===== src/rtl/cic_comb_chain.sv =====
// Multi-stage, multi-channel CIC comb: (1 - z^-M)^N per channel, one register per stage.
// A valid bit and channel tag travel alongside the data through every stage.

module cic_comb_stage #(
  parameter int WIDTH      = 16,
  parameter int DIFF_DELAY = 1,
  parameter int CHANNELS   = 1,
  parameter int CHW        = 1
) (
  input  logic             i_clk,
  input  logic             i_rst,
  input  logic             i_en,
  input  logic             i_valid,
  input  logic [CHW-1:0]   i_chan,
  input  logic [WIDTH-1:0] i_data,
  output logic             o_valid,
  output logic [CHW-1:0]   o_chan,
  output logic [WIDTH-1:0] o_data
);
  localparam logic [CHW:0] CH_LIM = (CHW+1)'(CHANNELS);

  // hist[c][0] is the newest sample of channel c, hist[c][DIFF_DELAY-1] the oldest
  logic [CHANNELS-1:0][DIFF_DELAY-1:0][WIDTH-1:0] hist_q, hist_d;
  logic             vld_q, vld_d;
  logic [CHW-1:0]   chan_q, chan_d;
  logic [WIDTH-1:0] data_q, data_d;
  logic             acc;
  logic [WIDTH-1:0] oldest;

  always_comb begin
    acc    = i_valid && ({1'b0, i_chan} < CH_LIM);
    oldest = '0;
    hist_d = hist_q;
    for (int c = 0; c < CHANNELS; c++) begin
      if (i_chan == CHW'(c)) begin
        oldest = hist_q[c][DIFF_DELAY-1];
        if (acc) begin
          for (int j = DIFF_DELAY-1; j > 0; j--) hist_d[c][j] = hist_q[c][j-1];
          hist_d[c][0] = i_data;
        end
      end
    end
    vld_d  = acc;
    chan_d = acc ? i_chan : chan_q;
    // modulo 2^WIDTH on purpose: integrator wrap cancels here
    data_d = acc ? i_data - oldest : data_q;
  end

  always_ff @(posedge i_clk) begin
    if (i_rst) begin
      hist_q <= '0;
      vld_q  <= 1'b0;
      chan_q <= '0;
      data_q <= '0;
    end else if (i_en) begin
      hist_q <= hist_d;
      vld_q  <= vld_d;
      chan_q <= chan_d;
      data_q <= data_d;
    end
  end

  assign o_valid = vld_q;
  assign o_chan  = chan_q;
  assign o_data  = data_q;
endmodule

module cic_comb_chain #(
  parameter  int WIDTH      = 16,
  parameter  int STAGES     = 3,
  parameter  int DIFF_DELAY = 1,
  parameter  int CHANNELS   = 1,
  localparam int CHW        = (CHANNELS > 1) ? $clog2(CHANNELS) : 1
) (
  input  logic             i_clk,
  input  logic             i_rst,
  input  logic             i_en,
  input  logic             i_valid,
  input  logic [CHW-1:0]   i_chan,
  input  logic [WIDTH-1:0] i_data,
  output logic             o_valid,
  output logic [CHW-1:0]   o_chan,
  output logic [WIDTH-1:0] o_data
);
  logic [STAGES:0]            vld_pipe;
  logic [STAGES:0][CHW-1:0]   chan_pipe;
  logic [STAGES:0][WIDTH-1:0] data_pipe;

  assign vld_pipe[0]  = i_valid;
  assign chan_pipe[0] = i_chan;
  assign data_pipe[0] = i_data;

  for (genvar g = 0; g < STAGES; g++) begin : g_stage
    cic_comb_stage #(
      .WIDTH(WIDTH), .DIFF_DELAY(DIFF_DELAY), .CHANNELS(CHANNELS), .CHW(CHW)
    ) u_stage (
      .i_clk  (i_clk),
      .i_rst  (i_rst),
      .i_en   (i_en),
      .i_valid(vld_pipe[g]),
      .i_chan (chan_pipe[g]),
      .i_data (data_pipe[g]),
      .o_valid(vld_pipe[g+1]),
      .o_chan (chan_pipe[g+1]),
      .o_data (data_pipe[g+1])
    );
  end

  assign o_valid = vld_pipe[STAGES];
  assign o_chan  = chan_pipe[STAGES];
  assign o_data  = data_pipe[STAGES];
endmodule

===== config.mk =====
export PLATFORM = sky130hd
export DESIGN_NAME = cic_comb_chain
export DESIGN_NICKNAME = d
export VERILOG_FILES = /design/src/rtl/cic_comb_chain.sv
export SDC_FILE = /design/constraint.sdc
export NUM_CORES = 1
export LEC_CHECK = 0
export ABC_AREA = 0
export CELL_PAD_IN_SITES_DETAIL_PLACEMENT = 0
export CELL_PAD_IN_SITES_GLOBAL_PLACEMENT = 2
export CORE_MARGIN = 2
export CORE_UTILIZATION = 30
export DETAILED_ROUTE_END_ITERATION = 10
export PLACE_DENSITY = 0.69
export SYNTH_ARGS = -nofsm -noshare
export SYNTH_HDL_FRONTEND = slang
export SYNTH_SLANG_ARGS = --single-unit

===== constraint.sdc =====
create_clock -name i_clk -period 6.08 [get_ports i_clk]
set_clock_uncertainty 0.2 [all_clocks]
set_input_delay 1.216 -clock i_clk [delete_from_list [all_inputs] [get_ports i_clk]]
set_output_delay 1.216 -clock i_clk [all_outputs]
set_load 0.005 [all_outputs]

==> metrics.txt <==
GR peak layer=met2; FF/Latch Area=0.00204 mm^2; GRT met2 Usage=0.234; Via density=just under 5; pre-CTS WS=1840 ps; Mapped Cells=773; count leader, synth=nand2_1; # setup viols final=0; die height=146 um; Yosys top cell area share=0.337; WS Path Type=input pin to flop; Max IR drop VDD=0.000142 V; iteration count of the initial detailed-routing pass=4; antenna-violating nets left=0; Die Wd=146 um; GR Util met3=0.0181; WP data arrival=3940 ps; IO Pins=39; Final Hold Viols=0; Max-slew headroom=0.394; nets=between 800 and 900; fin crit period=3870 ps; vias=5139; initial antenna violation count=0; Pwr per Cell Area=230 mW/mm^2; Slew @ Worst Pin=between 900 and 1000 ps; status=completed; footprint of the multi-input gates=0.00370 mm^2; Cells after DPL=1026; layout cells sized above 1=0.0489; Synth Register Bits=102; CTS resizes=0; final-layout fill cell count=around 2.1k; most frequent cells after synthesis=nand2_1, a21oi_1, dfxtp_1, nand2b_1, ha_1; leakage=2.46 nW; ys async rst share=0; RSZ-0062 raised after global routing=false; net count after synthesis=845; crit path capture type=flop; worst setup margin=2210 ps; clock slew at reported path FFs=roughly 70 ps; prevailing post-synth register cell=dfxtp_1; cell area after synthesis=~0.0061 mm^2; Final HPWL DP=10900 um; antenna fix cells=0; worst-path cell chain=clkdlybuf4s50_1, nor2b_1, ha_1, inv_1, fa_1, a21o_1, a31oi_1, nor2_1, a221oi_2, xnor2_1, nand2_1, a21oi_1; first-pass GRT wire length=25000 um; GRT overflow=0; cts hold-fix bufs=0; core footprint=~0.02 mm^2; CP Buf/Inv Count=2; Syn Area/Cell=7.84 um^2; slowest library cell on the worst path=clkdlybuf4s50_1; wire per inst=14.2 um; worst path required time=6150 ps; # rows=51; maxcap violations=0; Non-Filler Instances=1042; top cells by area, synth=dfxtp_1, nand2_1, ha_1, a21oi_1, nand2b_1; Initial Util=0.308; reg-to-reg slack, setup=approximately 3000 ps; DRC violations left=0; Routability Congestion=between 0.8 and 0.9; fin area=0.00689 mm^2; post-synth top area cell=dfxtp_1; hold crit path type=flop to flop; clk sink count=just over 100; Post-CTS Setup Bufs=0; Total Neg Setup Slack=0 ps; CP max FO=18; Startpoint Class=input pin; area grow syn2layout=13.6%; Max Fclk=0.259 GHz; GR met1 Demand/Resource=0.191; drt initial violations=277; Slew Limit Fails=0; sequential-to-total area share from yosys stat=0.337; deepest clock path buffer count=2; die area=0.0214 mm^2; Period Utilization, post-route=0.636; max incr delay on CP=640 ps; Yosys Warn Count=0; CTS root buf=clkbuf_16; Total GRT Usage=0.141; Area after DPL=0.00655 mm^2; CTS tree=built; Post-synth EDFFs=0; CTS buffer count=9; largest net degree at the start of global routing=59; CP top delay family=compound AO/OA/AOI/OAI gates; DRT Wirelength=14800 um; Yosys cell types=around 60; PortBufs=38; worst hold slack=248 ps; vias in the first global route=4935; H-tree depth=3; clock latency on the worst-skew pair=350 ps
## cell type report
class,instances,share of cell area
Clock inverter,5,0.0129
Tap cell,265,0.0481
Sequential cell,102,0.296
Timing Repair Buffer,44,0.0614
Multi-Input combinational cell,602,0.537
Clock buffer,11,0.0367
Inverter,13,0.00708
## registers in the layout, summed over array words and instances, names as in the netlist
name / cells
g_stage.u_stage.hist_q: 48
g_stage.u_stage.o_data: 48
g_stage.u_stage.o_chan: 3
g_stage.u_stage.o_valid: 3
## worst min-delay path, stage by stage, from the launching register on
cell     delay [ps]
dfxtp_1         310
nand2_1          50
a21oi_1          50
## power breakdown
| part | switching, mW | total (mW) | internal, mW |
|---|---|---|---|
| sequential | 0.00976 | 0.689 | 0.679 |
| combinational | 0.133 | 0.235 | 0.102 |
| clock | 0.269 | 0.658 | 0.389 |
## metrics by stage
stage | total power, mW | util
final | 1.58 | 0.350
after detailed placement | 0.941 | 0.333
after CTS | 1.61 | 0.350
after global routing | 1.66 | 0.350
after global placement | 0.939 | 0.333
after floorplan | 0.876 | -
## final timing paths
check,cells past startpoint,startpoint,to
worst min register to register,2,g_stage[2].u_stage.o_data[6],g_stage[2].u_stage.o_data[6]
worst max-delay path,12,i_chan,g_stage[0].u_stage.o_data[14]
worst min-delay path,2,g_stage[2].u_stage.o_data[6],g_stage[2].u_stage.o_data[6]
worst max register to register,11,g_stage[1].u_stage.o_chan,g_stage[2].u_stage.o_data[14]
## metal layers
| metal | share of wire | vias up | wire length (um) |
|---|---|---|---|
| li1 | - | 2638 | - |
| met1 | 0.50 | 2427 | 7420 |
| met2 | 0.47 | 65 | 6910 |
| met3 | 0.023 | 9 | 341 |
| met4 | 0.010 | 0 | 151 |
| met5 | 0 | - | 0 |
## placed cells by master (no fill, tap or decap), types with 6 or more instances in the layout
cell | netlist | layout
a31oi_1 | 6 | 6
inv_1 | 13 | 13
nor2b_1 | 8 | 8
clkbuf_16 | 0 | 9
a21o_1 | 13 | 13
a211oi_1 | 12 | 12
ha_1 | 48 | 48
dfxtp_1 | 102 | 102
clkdlybuf4s50_1 | 0 | 37
nand2b_1 | 49 | 49
a21oi_1 | 113 | 113
xnor2_1 | 26 | 26
nand2_1 | 177 | 177
nand3_1 | 13 | 13
and3_1 | 9 | 9
buf_4 | 16 | 7
xor2_1 | 10 | 10
o21ai_0 | 16 | 16
nor2_1 | 26 | 25
nand3b_1 | 7 | 7
## logic make-up (layout without fill, tap and decap cells)
| kind of cell | Yosys count | after routing | synth area share |
|---|---|---|---|
| adder cells (fa/ha/maj) | 51 | 51 | 0.109 |
| AO/OA/AOI/OAI | 201 | 201 | 0.206 |
| buffers and inverters | 69 | 73 | 0.0530 |
| XOR/XNOR | 36 | 36 | 0.0520 |
| AND/OR/NAND/NOR | 314 | 314 | 0.243 |
| flip-flops | 102 | 102 | 0.337 |
Power figures use the tool's default switching activity.
